## src/rtl/sprite_pixel_sched_if.sv

```systemverilog
// Shared sprite-ROM / palette bus between the pixel scheduler (master)
// and the ROM + palette lookup (slave).
interface sprite_pixel_sched_if #(
    parameter int ROM_AW = 12
);
    logic [ROM_AW-1:0] rom_addr;
    logic [3:0]        rom_data;
    logic [3:0]        pal_index;
    logic [3:0]        pal_red;
    logic [3:0]        pal_green;
    logic [3:0]        pal_blue;

    modport master (
        output rom_addr, pal_index,
        input  rom_data, pal_red, pal_green, pal_blue
    );
    modport slave (
        input  rom_addr, pal_index,
        output rom_data, pal_red, pal_green, pal_blue
    );
endinterface

```

## src/rtl/sprite_pixel_sched.sv

```systemverilog
// Per-pixel sprite scheduler: hit-tests frame-latched sprite positions,
// picks the lowest-id winner, fetches its ROM texel and emits registered RGB.
module sprite_hit_lane #(
    parameter int W_LOG2 = 5,
    parameter int H_LOG2 = 5
) (
    input  logic [9:0]        px,
    input  logic [9:0]        py,
    input  logic [9:0]        sx,
    input  logic [9:0]        sy,
    input  logic              en,
    output logic              hit,
    output logic [W_LOG2-1:0] dx,
    output logic [H_LOG2-1:0] dy
);
    logic [10:0] x_end, y_end;

    // 11-bit bounds so a sprite hanging past column/row 1023 never wraps to 0
    assign x_end = {1'b0, sx} + 11'(1 << W_LOG2);
    assign y_end = {1'b0, sy} + 11'(1 << H_LOG2);
    assign hit   = en && (px >= sx) && ({1'b0, px} < x_end)
                      && (py >= sy) && ({1'b0, py} < y_end);
    assign dx    = W_LOG2'(px - sx);
    assign dy    = H_LOG2'(py - sy);
endmodule

module sprite_pixel_sched #(
    parameter int NUM_SPR    = 4,
    parameter int SPR_W_LOG2 = 5,
    parameter int SPR_H_LOG2 = 5,
    parameter int TRANSP_IDX = 0,
    localparam int ROM_AW    = $clog2(NUM_SPR) + SPR_H_LOG2 + SPR_W_LOG2
) (
    input  logic                    Clk,
    input  logic                    Reset_n,
    input  logic                    frame_start,
    input  logic                    pix_valid,
    input  logic [9:0]              DrawX,
    input  logic [9:0]              DrawY,
    input  logic [NUM_SPR*10-1:0]   spr_x,
    input  logic [NUM_SPR*10-1:0]   spr_y,
    input  logic [NUM_SPR-1:0]      spr_en,
    input  logic [11:0]             bg_rgb,
    sprite_pixel_sched_if.master    mem,
    output logic [11:0]             rgb_out,
    output logic                    rgb_valid,
    output logic [2:0]              hit_id,
    output logic                    hit
);
    localparam logic [3:0] TRANSP = 4'(TRANSP_IDX);

    typedef struct packed {
        logic        vld;
        logic        hit;
        logic [2:0]  id;
        logic [11:0] bg;
    } side_t;

    logic [NUM_SPR-1:0][9:0]            sx_q, sx_d, sy_q, sy_d;
    logic [NUM_SPR-1:0]                 en_q, en_d;
    logic [NUM_SPR-1:0]                 lane_hit;
    logic [NUM_SPR-1:0][SPR_W_LOG2-1:0] lane_dx;
    logic [NUM_SPR-1:0][SPR_H_LOG2-1:0] lane_dy;

    logic                  win;
    logic [2:0]            win_id;
    logic [SPR_W_LOG2-1:0] win_dx;
    logic [SPR_H_LOG2-1:0] win_dy;

    logic [ROM_AW-1:0] rom_addr_q, rom_addr_d;
    side_t             s0_q, s0_d, s1_q, s1_d;
    logic [11:0]       rgb_q, rgb_d;
    logic              rgb_valid_q, rgb_valid_d;
    logic              hit_q, hit_d;
    logic [2:0]        hit_id_q, hit_id_d;

    // Shadow copy refreshed only at frame_start; a pixel on the same edge sees the old copy
    always_comb begin
        sx_d = sx_q;
        sy_d = sy_q;
        en_d = en_q;
        if (frame_start) begin
            sx_d = spr_x;
            sy_d = spr_y;
            en_d = spr_en;
        end
    end

    for (genvar i = 0; i < NUM_SPR; i++) begin : g_lane
        sprite_hit_lane #(.W_LOG2(SPR_W_LOG2), .H_LOG2(SPR_H_LOG2)) u_lane (
            .px  (DrawX),
            .py  (DrawY),
            .sx  (sx_q[i]),
            .sy  (sy_q[i]),
            .en  (en_q[i]),
            .hit (lane_hit[i]),
            .dx  (lane_dx[i]),
            .dy  (lane_dy[i])
        );
    end

    // Descending scan so the lowest hitting id is the last one written
    always_comb begin
        win    = 1'b0;
        win_id = '0;
        win_dx = '0;
        win_dy = '0;
        for (int i = NUM_SPR - 1; i >= 0; i--) begin
            if (lane_hit[i]) begin
                win    = 1'b1;
                win_id = 3'(i);
                win_dx = lane_dx[i];
                win_dy = lane_dy[i];
            end
        end
    end

    always_comb begin
        rom_addr_d = rom_addr_q;
        if (pix_valid && win)
            rom_addr_d = ROM_AW'({win_id, win_dy, win_dx});
        s0_d.vld = pix_valid;
        s0_d.hit = pix_valid && win;
        s0_d.id  = win_id;
        s0_d.bg  = bg_rgb;
        s1_d     = s0_q;
    end

    // A transparent winner shows background; lower-priority sprites are not consulted
    always_comb begin
        rgb_valid_d = s1_q.vld;
        rgb_d       = '0;
        hit_d       = 1'b0;
        hit_id_d    = '0;
        if (s1_q.vld) begin
            if (s1_q.hit && (mem.rom_data != TRANSP)) begin
                rgb_d    = {mem.pal_red, mem.pal_green, mem.pal_blue};
                hit_d    = 1'b1;
                hit_id_d = s1_q.id;
            end else begin
                rgb_d = s1_q.bg;
            end
        end
    end

    always_ff @(posedge Clk or negedge Reset_n) begin
        if (!Reset_n) begin
            sx_q        <= '0;
            sy_q        <= '0;
            en_q        <= '0;
            rom_addr_q  <= '0;
            s0_q        <= '0;
            s1_q        <= '0;
            rgb_q       <= '0;
            rgb_valid_q <= 1'b0;
            hit_q       <= 1'b0;
            hit_id_q    <= '0;
        end else begin
            sx_q        <= sx_d;
            sy_q        <= sy_d;
            en_q        <= en_d;
            rom_addr_q  <= rom_addr_d;
            s0_q        <= s0_d;
            s1_q        <= s1_d;
            rgb_q       <= rgb_d;
            rgb_valid_q <= rgb_valid_d;
            hit_q       <= hit_d;
            hit_id_q    <= hit_id_d;
        end
    end

    assign mem.rom_addr  = rom_addr_q;
    assign mem.pal_index = mem.rom_data;
    assign rgb_out       = rgb_q;
    assign rgb_valid     = rgb_valid_q;
    assign hit           = hit_q;
    assign hit_id        = hit_id_q;
endmodule

```

## src/flat_wrapper.sv

```systemverilog
// flat-port wrapper written by rule: the top's interface ports become plain ports
module sprite_pixel_sched_flat 
#(
    parameter int NUM_SPR    = 4,
    parameter int SPR_W_LOG2 = 5,
    parameter int SPR_H_LOG2 = 5,
    parameter int TRANSP_IDX = 0,
    localparam int ROM_AW    = $clog2(NUM_SPR) + SPR_H_LOG2 + SPR_W_LOG2
)
  (Clk, Reset_n, frame_start, pix_valid, DrawX, DrawY, spr_x, spr_y, spr_en, bg_rgb, rgb_out, rgb_valid, hit_id, hit, mem_rom_addr, mem_pal_index, mem_rom_data, mem_pal_red, mem_pal_green, mem_pal_blue);
  sprite_pixel_sched_if #(.ROM_AW(12)) mem_i ();
  input  logic Clk;
  input  logic Reset_n;
  input  logic frame_start;
  input  logic pix_valid;
  input  logic [9:0] DrawX;
  input  logic [9:0] DrawY;
  input  logic [NUM_SPR*10-1:0] spr_x;
  input  logic [NUM_SPR*10-1:0] spr_y;
  input  logic [NUM_SPR-1:0] spr_en;
  input  logic [11:0] bg_rgb;
  output logic [11:0] rgb_out;
  output logic rgb_valid;
  output logic [2:0] hit_id;
  output logic hit;
  output wire logic [$bits(mem_i.rom_addr)-1:0] mem_rom_addr;
  output wire logic [$bits(mem_i.pal_index)-1:0] mem_pal_index;
  input wire logic [$bits(mem_i.rom_data)-1:0] mem_rom_data;
  input wire logic [$bits(mem_i.pal_red)-1:0] mem_pal_red;
  input wire logic [$bits(mem_i.pal_green)-1:0] mem_pal_green;
  input wire logic [$bits(mem_i.pal_blue)-1:0] mem_pal_blue;
  assign mem_rom_addr = mem_i.rom_addr;
  assign mem_pal_index = mem_i.pal_index;
  assign mem_i.rom_data = mem_rom_data;
  assign mem_i.pal_red = mem_pal_red;
  assign mem_i.pal_green = mem_pal_green;
  assign mem_i.pal_blue = mem_pal_blue;
  sprite_pixel_sched #(.NUM_SPR(NUM_SPR), .SPR_W_LOG2(SPR_W_LOG2), .SPR_H_LOG2(SPR_H_LOG2), .TRANSP_IDX(TRANSP_IDX)) u_core (.Clk(Clk), .Reset_n(Reset_n), .frame_start(frame_start), .pix_valid(pix_valid), .DrawX(DrawX), .DrawY(DrawY), .spr_x(spr_x), .spr_y(spr_y), .spr_en(spr_en), .bg_rgb(bg_rgb), .mem(mem_i), .rgb_out(rgb_out), .rgb_valid(rgb_valid), .hit_id(hit_id), .hit(hit));
endmodule
```

## config.mk

```make
export PLATFORM = sky130hd
export DESIGN_NAME = sprite_pixel_sched_flat
export DESIGN_NICKNAME = d
export VERILOG_FILES = /design/src/rtl/sprite_pixel_sched_if.sv /design/src/rtl/sprite_pixel_sched.sv /design/src/flat_wrapper.sv
export SDC_FILE = /design/constraint.sdc
export NUM_CORES = 1
export LEC_CHECK = 0
export BUFFER_PORTS_ARGS = -buffer_cell sky130_fd_sc_hd__buf_2
export CAP_MARGIN = 20
export CORE_MARGIN = 10
export CORE_UTILIZATION = 53
export DETAILED_ROUTE_END_ITERATION = 8
export PLACE_DENSITY = 0.78
export SLEW_MARGIN = 15
export SYNTH_ARGS = -nofsm -noshare
export SYNTH_HDL_FRONTEND = slang
export SYNTH_SLANG_ARGS = --single-unit
```

## constraint.sdc

```tcl
create_clock -name Clk -period 6.25 [get_ports Clk]
set_input_delay 0.625 -clock Clk [delete_from_list [all_inputs] [get_ports Clk]]
set_output_delay 0.625 -clock Clk [all_outputs]
set_load 0.005 [all_outputs]
```

==> impl_metrics.py <==
metrics = {
    "layout": {
        "synthToLayoutAreaGrowth_pct": 16.8,
        "seq_area_um2": 3600,
        "n_antenna_cell": 0,
        "nNetsFinal": 1415,
        "multi_input_area_um2": 5290,
        "final_cells": 1381,
        "drive_gt1_frac": 0.211,
        "n_fill_cell": 1481,
    },
    "timing": {
        "setup_viol": 0,
        "finalHoldViolCount": 0,
        "rsz0062_at_grt": "false",
        "worst_pin_slew_ns": 1.01,
        "max-slew-margin-rel": 0.320,
        "period_share": 0.534,
        "finalCriticalPeriod_ns": 3.34,
        "slew_violations": 0,
        "max_freq_ghz": 0.300,
        "finClkSkew_ns": 0.00927,
        "tns_ns": 0,
    },
    "power": {
        "p_leak_nw": 5.45,
        "intPower_w": 0.00191,
        "pwr-share-comb": 0.271,
        "vdd_ir_drop_max_mv": 0.204,
        "power.switching_w": 0.000946,
        "p_sw_frac": 0.332,
        "powerDensity_nw_per_um2": 260,
        "p_seq_frac": 0.386,
        "clockPowerShare": 0.343,
    },
    "cts": {
        "numClockSinks": 144,
        "numCtsBuffers": 17,
        "cts_tree": "yes",
        "ctsHoldBuffers": 0,
        "htreeDepth": 4,
        "worstSkewPairLatency_ns": 0.43,
        "post-cts-setup-buffers": 0,
        "root_buffer": "clkbuf_16",
        "clkTransAtPathRegs_ns": 0.06,
        "clock_path_buffers": 2,
        "cts_resized": 0,
    },
    "logic_synthesis": {
        "synthCells": 984,
        "synth_top_area_cell": "dfrtp_1",
        "syn-num-nets": 1256,
        "synth.distinct_cells": 75,
        "synth-seq-cells": 144,
        "synth-seq-area-share": 0.384,
        "yosys_most_used_dff": "dfrtp_1",
        "syn_avg_cell_area_um2": 9.54,
        "ys_warn_count": 0,
        "yosysMostFrequentCell": "dfrtp_1",
        "synth_edf_count": 0,
        "synth_area_leaders": "dfrtp_1 (38%), ha_1 (17%), o21ai_0 (5.5%)",
        "synthTopCellsByCount": "dfrtp_1 (144), ha_1 (128), nand2_1 (128)",
        "async_flop_share": 1.00,
        "synth_top_area_frac": 0.384,
        "syn_area_um2": 9390,
    },
    "routing": {
        "dr.pass1.iters": 5,
        "antenna_left": 0,
        "vias": 7644,
        "vias_per_cell": 5.54,
        "drc": 0,
        "wl_per_cell_um": 17.2,
        "wl_um": 23700,
        "drt_iter0_drc": 531,
    },
    "place": {
        "dp_hpwl_um": 18400,
        "io_buffers": 167,
        "gp_congestion": 0.930,
        "dp_cells": 1348,
    },
    "outcome": {
        "outcome": "finished clean",
    },
    "grt": {
        "track_usage": 0.201,
        "overflow": 0,
        "grt_max_degree": 95,
        "grt_pass1_wl_um": 38800,
        "grt_pass1_vias": 7845,
        "antenna_found_initial": 0,
    },
    "die": {
        "ios": 169,
        "num_rows": 48,
        "start_util": 0.541,
        "die-width_um": 153,
        "coreArea_um2": 17400,
        "die_y_um": 153,
        "die-area_um2": 23400,
    },
    "critical_path": {
        "ff2ff_setup_slack_ns": 2.91,
        "worst_r2r_endpoint": "u_core.mem.rom_addr[0]",
        "critPathKind": "flip-flop to flip-flop",
        "crit-reg2reg-launch": "u_core.sx_q[35]",
        "worstSetupEndpointType": "flip-flop",
        "crit_required_ns": 6.57,
        "crit_arrival_ns": 3.66,
        "path_max_fanout": 10,
        "ff2ff_path_depth": 11,
        "cp-start-kind": "flip-flop",
    },
    "hold_path": {
        "hp-class": "input pin to asynchronous set/reset pin",
    },
    "flow_run": {
        "maxCapViolCount": 0,
    },
}
-- worst max path at each step --
stage,from,end,depth (start not counted)
finish,u_core.sx_q[35],u_core.mem.rom_addr[0],11
global route,u_core.sy_q[25],u_core.mem.rom_addr[8],12
CTS,DrawX[0],u_core.mem.rom_addr[10],12
detailed placement,DrawX[0],u_core.mem.rom_addr[10],12
global placement,DrawX[0],u_core.mem.rom_addr[10],12
floorplan,DrawX[0],u_core.mem.rom_addr[10],12
-- cell usage in the layout (no fill, tap or decap), types with 5 or more instances in the layout --
master | netlist | routed
dfrtp_1 | 144 | 144
nor3_1 | 8 | 8
o31ai_1 | 5 | 5
xnor2_1 | 29 | 29
inv_6 | 0 | 5
a21oi_1 | 36 | 36
nand3_1 | 20 | 20
nor2b_1 | 13 | 13
o21ai_0 | 103 | 103
nand2b_1 | 6 | 6
a211oi_1 | 11 | 11
and2_1 | 6 | 6
and3_1 | 8 | 8
a21boi_0 | 13 | 13
a21o_1 | 10 | 10
a211oi_2 | 5 | 5
mux2_2 | 12 | 12
o211ai_1 | 5 | 5
ha_1 | 128 | 128
nand4_1 | 7 | 7
nor2_1 | 46 | 46
buf_2 | 2 | 165
xor2_1 | 9 | 9
o41ai_2 | 8 | 8
o31a_1 | 9 | 9
inv_1 | 94 | 94
clkbuf_16 | 0 | 17
o32ai_1 | 5 | 5
fa_1 | 8 | 8
o21a_1 | 14 | 14
nand2_1 | 128 | 128
-- flip-flops by register name, indices dropped and copies added (netlist names) --
register             cells
u_core.rgb_valid         1
u_core.sx_q             40
u_core.hit               1
u_core.sy_q             40
u_core.mem.rom_addr     12
u_core.en_q              4
u_core.hit_id            2
u_core.s0_q             16
u_core.rgb_out          12
u_core.s1_q             15
u_core.rgb_valid_d       1
-- worst max-delay path, stage by stage (launching register included) --
cell and delay, ns:
dfrtp_1 0.43, ha_1 0.29, inv_1 0.04, ha_1 0.27
a21oi_1 0.13, nor2_1 0.06, a2111oi_2 0.32, a21oi_1 0.14
nor4_2 0.51, and2_1 0.53, a211oi_2 0.16, o41ai_2 0.34
-- final cells by class --
| class | count | share of cell area |
|---|---|---|
| Inverter | 94 | 0.0322 |
| Clock inverter | 14 | 0.0113 |
| Multi-Input combinational cell | 715 | 0.482 |
| Timing Repair Buffer | 171 | 0.0801 |
| Sequential cell | 144 | 0.328 |
| Tap cell | 225 | 0.0257 |
| Clock buffer | 18 | 0.0400 |
-- stage by stage --
| step | power, W | cell area [um^2] | setup slack [ns] | utilization | hold WS [ns] |
|---|---|---|---|---|---|
| after floorplan | 0.00161 | 9390 | 3.00 | - | 0.329 |
| after global placement | 0.00186 | 10400 | 2.03 | 0.599 | 0.332 |
| after detailed placement | 0.00188 | 10400 | 1.99 | 0.599 | 0.335 |
| after CTS | 0.00286 | 11000 | 2.41 | 0.631 | 0.291 |
| after global routing | 0.00302 | 11000 | 2.65 | 0.632 | 0.286 |
| final | 0.00285 | 11000 | 2.91 | 0.632 | 0.254 |
-- cells by family after synthesis --
family	count (synthesis)	share of synthesized area
xor+xnor	38	0.0354
simple gates	261	0.128
mux	13	0.0156
fa+ha+maj	136	0.188
buf+inv	125	0.0546
other cells	1	0.000399
compound gates	266	0.195
flops	144	0.384
-- power by group through the flow --
stage               registers (W)  logic [W]  clock network [W]
floorplan                 0.00110   0.000512                  0
global placement          0.00111   0.000744                  0
detailed placement        0.00112   0.000766                  0
CTS                       0.00110   0.000772           0.000991
global route              0.00111   0.000874            0.00103
finish                    0.00110   0.000772           0.000979
-- per-layer routing --
layer | share of wire | vias up | track usage | wire length, um
met1 | 0.45 | 3626 | 0.255 | 10800
met5 | 0 | - | 0 | 0
li1 | - | 3771 | - | -
met4 | 0.021 | 0 | 0.0713 | 500
met2 | 0.47 | 211 | 0.330 | 11100
met3 | 0.056 | 36 | 0.0429 | 1330
Note: power is estimated with default switching activity, not from simulation.
